File: src/rtl/serial_paralelo_rx_if.sv
// Receive-side bundle of the serial-to-parallel deserializer: serial line in, {valid,data} word out.
// byte_stb is a valid-only strobe with no ready: the consumer must take paralelo_out in the strobe cycle.
interface serial_paralelo_rx_if;
  logic       serial_in;
  logic [8:0] paralelo_out;
  logic       byte_stb;
  logic       active;
  logic       sync_err;
  logic [1:0] state_dbg;

  modport master (output serial_in, input paralelo_out, byte_stb, active, sync_err, state_dbg);
  modport slave  (input serial_in, output paralelo_out, byte_stb, active, sync_err, state_dbg);
endinterface

File: src/rtl/serial_paralelo_rx.sv
// Deserializer: aligns to the COMMA idle symbol, then rebuilds {valid, data[7:0]} words at clk8f.
// Optional SP_RESYNC_EN: loss of alignment / stuck line returns to SEARCH with a sync_err pulse.
module serial_paralelo_rx #(
  parameter logic [7:0] COMMA    = 8'hBC,
  parameter int         BC_COUNT = 4
) (
  input logic                 clk8f,
  input logic                 reset_L,
  serial_paralelo_rx_if.slave rx
);
  typedef enum logic [1:0] {SEARCH = 2'b00, ALIGNED = 2'b01, ACTIVE = 2'b10} state_t;
  localparam logic [3:0] BC_LIM = 4'(BC_COUNT);

  state_t     state;
  logic [7:0] sr;
  logic [2:0] bit_cnt;
  logic [3:0] bc_cnt;
  logic [8:0] out_q;
  logic       stb_q;
  logic       active_q;
  logic       err_q;
  logic [7:0] nxt;
  logic       is_comma;
  logic       boundary;

  assign nxt      = {sr[6:0], rx.serial_in};
  assign is_comma = (nxt == COMMA);
  assign boundary = (bit_cnt == 3'd7);

`ifdef SP_RESYNC_EN
  logic [2:0] stuck_cnt;
  logic       stuck;
  assign stuck = (nxt == 8'h00) || (nxt == 8'hFF);
`endif

  always_ff @(posedge clk8f or negedge reset_L) begin
    if (!reset_L) begin
      state    <= SEARCH;
      sr       <= 8'h00;
      bit_cnt  <= 3'd0;
      bc_cnt   <= 4'd0;
      out_q    <= 9'h000;
      stb_q    <= 1'b0;
      active_q <= 1'b0;
      err_q    <= 1'b0;
`ifdef SP_RESYNC_EN
      stuck_cnt <= 3'd0;
`endif
    end else begin
      sr    <= nxt;
      stb_q <= 1'b0;
      err_q <= 1'b0;
      case (state)
        SEARCH: begin
          // Any bit offset may hold the comma; its last bit defines the byte phase.
          if (is_comma) begin
            bit_cnt <= 3'd0;
            bc_cnt  <= 4'd1;
`ifdef SP_RESYNC_EN
            stuck_cnt <= 3'd0;
`endif
            if (BC_LIM == 4'd1) begin
              state    <= ACTIVE;
              active_q <= 1'b1;
            end else begin
              state <= ALIGNED;
            end
          end
        end
        ALIGNED: begin
          bit_cnt <= bit_cnt + 3'd1;
          if (boundary) begin
            if (is_comma) begin
              if (bc_cnt + 4'd1 >= BC_LIM) begin
                state    <= ACTIVE;
                active_q <= 1'b1;
                bc_cnt   <= BC_LIM;
              end else begin
                bc_cnt <= bc_cnt + 4'd1;
              end
            end else begin
              bc_cnt <= 4'd0;
`ifdef SP_RESYNC_EN
              state   <= SEARCH;
              bit_cnt <= 3'd0;
              err_q   <= 1'b1;
`endif
            end
          end
        end
        ACTIVE: begin
          bit_cnt <= bit_cnt + 3'd1;
          if (boundary) begin
`ifdef SP_RESYNC_EN
            // Eight all-0/all-1 bytes in a row means the line is dead, not data.
            if (stuck && stuck_cnt == 3'd7) begin
              state     <= SEARCH;
              active_q  <= 1'b0;
              err_q     <= 1'b1;
              bc_cnt    <= 4'd0;
              bit_cnt   <= 3'd0;
              stuck_cnt <= 3'd0;
            end else begin
              stuck_cnt <= stuck ? stuck_cnt + 3'd1 : 3'd0;
              out_q     <= {~is_comma, nxt};
              stb_q     <= 1'b1;
            end
`else
            out_q <= {~is_comma, nxt};
            stb_q <= 1'b1;
`endif
          end
        end
        default: begin
          state    <= SEARCH;
          active_q <= 1'b0;
          bit_cnt  <= 3'd0;
          bc_cnt   <= 4'd0;
        end
      endcase
    end
  end

  assign rx.paralelo_out = out_q;
  assign rx.byte_stb     = stb_q;
  assign rx.active       = active_q;
  assign rx.state_dbg    = state;
`ifdef SP_RESYNC_EN
  assign rx.sync_err = err_q;
`else
  assign rx.sync_err = 1'b0;
`endif

endmodule
File: src/flat_wrapper.sv
// flat-port wrapper written by rule: the top's interface ports become plain ports
module serial_paralelo_rx_flat 
#(
  parameter logic [7:0] COMMA    = 8'hBC,
  parameter int         BC_COUNT = 4
)
  (clk8f, reset_L, rx_serial_in, rx_paralelo_out, rx_byte_stb, rx_active, rx_sync_err, rx_state_dbg);
  serial_paralelo_rx_if rx_i ();
  input logic clk8f;
  input logic reset_L;
  input wire logic [$bits(rx_i.serial_in)-1:0] rx_serial_in;
  output wire logic [$bits(rx_i.paralelo_out)-1:0] rx_paralelo_out;
  output wire logic [$bits(rx_i.byte_stb)-1:0] rx_byte_stb;
  output wire logic [$bits(rx_i.active)-1:0] rx_active;
  output wire logic [$bits(rx_i.sync_err)-1:0] rx_sync_err;
  output wire logic [$bits(rx_i.state_dbg)-1:0] rx_state_dbg;
  assign rx_i.serial_in = rx_serial_in;
  assign rx_paralelo_out = rx_i.paralelo_out;
  assign rx_byte_stb = rx_i.byte_stb;
  assign rx_active = rx_i.active;
  assign rx_sync_err = rx_i.sync_err;
  assign rx_state_dbg = rx_i.state_dbg;
  serial_paralelo_rx #(.COMMA(COMMA), .BC_COUNT(BC_COUNT)) u_core (.clk8f(clk8f), .reset_L(reset_L), .rx(rx_i));
endmodule
File: config.mk
export PLATFORM = sky130hd
export DESIGN_NAME = serial_paralelo_rx_flat
export DESIGN_NICKNAME = d
export VERILOG_FILES = /design/src/rtl/serial_paralelo_rx_if.sv /design/src/rtl/serial_paralelo_rx.sv /design/src/flat_wrapper.sv
export SDC_FILE = /design/constraint.sdc
export NUM_CORES = 1
export LEC_CHECK = 0
export ABC_AREA = 1
export BUFFER_PORTS_ARGS = -buffer_cell sky130_fd_sc_hd__buf_2
export CELL_PAD_IN_SITES_DETAIL_PLACEMENT = 1
export CELL_PAD_IN_SITES_GLOBAL_PLACEMENT = 1
export CORE_ASPECT_RATIO = 0.9
export CORE_UTILIZATION = 42
export CTS_BUF_LIST = sky130_fd_sc_hd__clkbuf_8 sky130_fd_sc_hd__clkbuf_16
export CTS_CLUSTER_SIZE = 30
export DETAILED_ROUTE_END_ITERATION = 10
export GPL_ROUTABILITY_DRIVEN = 0
export PLACE_DENSITY_LB_ADDON = 0.1
export RECOVER_POWER = 100
export SETUP_SLACK_MARGIN = 0.5
export SLEW_MARGIN = 20
export SYNTH_ARGS = -nofsm -noshare
export SYNTH_HDL_FRONTEND = slang
export SYNTH_SLANG_ARGS = --single-unit
File: constraint.sdc
create_clock -name clk8f -period 1.6 [get_ports clk8f]
set_input_delay 0.16 -clock clk8f [delete_from_list [all_inputs] [get_ports clk8f]]
set_output_delay 0.16 -clock clk8f [all_outputs]
set_load 0.02 [all_outputs]
==> flow_summary.ini <==
[power]
switching_share = 0.367
power.internal_mw = 1.33
seqPwrFrac = 0.384
peakVddDrop_mv = 0.940
p_switching_mw = 0.771
power_leakage_nw = 0.854
clkPwrFrac = 0.186
combPwrFrac = 0.430
power_density_mw_per_mm2 = 1170

[logic_synthesis]
ys_seq_area_frac = 0.553
yosys-mux-area-fraction = 0
synth_warnings = 0
syn_area_mm2 = 0.00122
synth.avg_cell_area_um2 = 9.32
yosys.area_share.simple = 0.281
synth-xor-area-share = 0
synth_top_family_by_area = simple AND/OR/NAND/NOR gates
ys_ff_latch = 27
synthAdderAreaFrac = 0.0615
synth_cell_type_count = 20
synthCells = 131
synth_nets = 140
synth-compound-area-share = 0.0389

[final_layout]
drive_above_1_share = 0.450
finish.utilization = 0.651
final_common_cell = dfrtp_1
final_nets = 179
sequential_cell_area_um2 = 676
antenna_cells = 0
layout_common_cells = dfrtp_1 (27), nand2_1 (24), buf_4 (13)
fillCellCount = 302
area_delta_synth_final_pct = 46.4
multiInputGateArea_um2 = 662

[flow_run]
cap_violations = 0

[sta]
skew_ns = 0.0110
maxSlewViolCount = 0
max_slew_margin = 0.549
setup_tns_ns = 0
period_share = 0.918
finalHoldViolCount = 0
finalCriticalPeriod_ns = 1.47
worst_slew_pin_slew_ns = 0.677
rsz0062_at_grt = yes
setup_violations = 0
max_freq_mhz = 681

[detailed_routing]
drtPass1Iterations = 3
vias_per_cell = 5.00
ant_nets = 0
drtIter0Drc = 34
drc = 0
wl_per_cell_um = 17.9
vias = 1044
wirelength_um = 3750

[die]
pin_count = 17
die_w_um = 58.8
die_h_um = 53.2
initial_core_util = 0.444
core.rowCount = 18
core_mm2 = 0.00275
die_area_mm2 = 0.00313

[global_route]
gr-usage-all-layers = 0.227
antenna_found_initial = 0
grt_pass1_vias = 1065
grt_first_pass_wirelength_um = 5020
globalRouteOverflowTotal = 0
grt_start_max_net_pins = 28

[cts]
clk_latency_ns = 0.28
htree_levels = 1
cts_tree = done
numCtsBuffers = 3
cts.path.max_buffers = 2
clockRootBuffer = clkbuf_8
cts_sinks = 27
clk_pin_slew_ns = 0.10

[worst_hold_path]
min-delay-path-class = in -> reg

[worst_setup_path]
crit_type = reg -> reg
required_ns = 1.78
cp_max_fo = 7
crit_path_end_kind = flop
start_kind = flop
worstPathArrival_ns = 1.64

[place]
dp_hpwl_um = 1810
port-buffer-count = 15

[run_status]
status = completed
final cells by class:
type	count	area share
Timing Repair Buffer	36	0.156
Clock buffer	3	0.0231
Clock inverter	1	0.00210
Multi-Input combinational cell	85	0.370
Inverter	17	0.0427
Tap cell	40	0.0280
Sequential cell	27	0.378
state kept, by name, indices dropped and copies added (netlist names):
register,flops
u_core.rx.active,1
u_core.rx.state_dbg,2
u_core.rx.paralelo_out,9
u_core.rx.byte_stb,1
u_core.sr,7
u_core.bit_cnt,3
u_core.bc_cnt,4
cells by family (layout without fill, tap and decap cells):
family / Yosys count / count (layout)
and+or+nand+nor: 71 / 71
DFF: 27 / 27
buffers and inverters: 19 / 57
AOI/OAI and AO/OA: 7 / 7
adders and majority gates: 6 / 6
other: 1 / 1
per-layer routing:
layer  part of all wire  up-vias  GRT usage
li1                   -      491          -
met1               0.41      522      0.265
met2               0.54       23      0.396
met3              0.026        8     0.0489
met4              0.022        0      0.111
met5                  0        -          0
synth_stat cells, drive strengths merged:
| cell | number | share of area |
|---|---|---|
| a21oi | 1 | 0.013 |
| a31oi | 1 | 0.0051 |
| buf | 2 | 0.010 |
| conb | 1 | 0.0031 |
| dfrtp | 27 | 0.55 |
| ha | 6 | 0.061 |
| inv | 17 | 0.052 |
| nand2 | 46 | 0.16 |
| nand3 | 12 | 0.057 |
| nand4 | 6 | 0.031 |
| nor2 | 6 | 0.033 |
| nor3 | 1 | 0.0041 |
| o21ai | 5 | 0.020 |
path summary, 6_finish.rpt:
check / start / end / slack [ns] / cells past startpoint
max in group asynchronous: reset_L / u_core.sr[4] / 0.68 / 2
min in group asynchronous: reset_L / u_core.sr[2] / 0.48 / 2
setup reg to reg: u_core.rx.state_dbg[0] / u_core.rx.state_dbg[0] / 0.13 / 6
hold reg to reg: u_core.sr[5] / u_core.sr[6] / 0.40 / 0
hold / removal: rx_serial_in / u_core.rx.paralelo_out[0] / 0.24 / 3
setup / recovery: u_core.rx.state_dbg[0] / u_core.rx.state_dbg[0] / 0.13 / 6
worst max-delay path, cell delays in order, from the launching register on:
cell and delay [ns]:
dfrtp_1 0.48, inv_4 0.06, ha_2 0.28, a21oi_4 0.21, nand3_1 0.14, nand2_1 0.12, nand2_1 0.07
metrics by stage:
stage / setup WS, ns / hold WS (ns) / instance area [µm²] / cells / power (mW)
2_1_floorplan: 0.367 / -0.136 / 1300 / 131 / 1.24
3_3_place_gp: 0.330 / 0.196 / 1400 / 184 / 1.35
6_report: 0.132 / 0.240 / 1790 / 209 / 2.10
4_1_cts: 0.306 / 0.161 / 1680 / 203 / 1.91
5_1_grt: 0.0997 / 0.242 / 1790 / 209 / 2.19
3_5_place_dp: 0.278 / 0.203 / 1400 / 184 / 1.37
power by group through the flow:
stage / Clock [mW] / Combinational (mW) / Sequential [mW]
2_1_floorplan: 0 / 0.409 / 0.826
3_3_place_gp: 0 / 0.531 / 0.814
3_5_place_dp: 0 / 0.548 / 0.822
4_1_cts: 0.391 / 0.721 / 0.798
5_1_grt: 0.411 / 0.965 / 0.811
6_report: 0.390 / 0.902 / 0.805
timing repair:
item / CTS / global route
gates resized for setup: 25 / 31
hold buffers: 2 / 0
pin swaps: 5 / 11
hold endpoints to repair: 28 / 0
setup endpoints to repair: 18 / 21
setup buffers: 13 / 6
cloned: 0 / 0
Note: power is estimated with default switching activity, not from simulation.
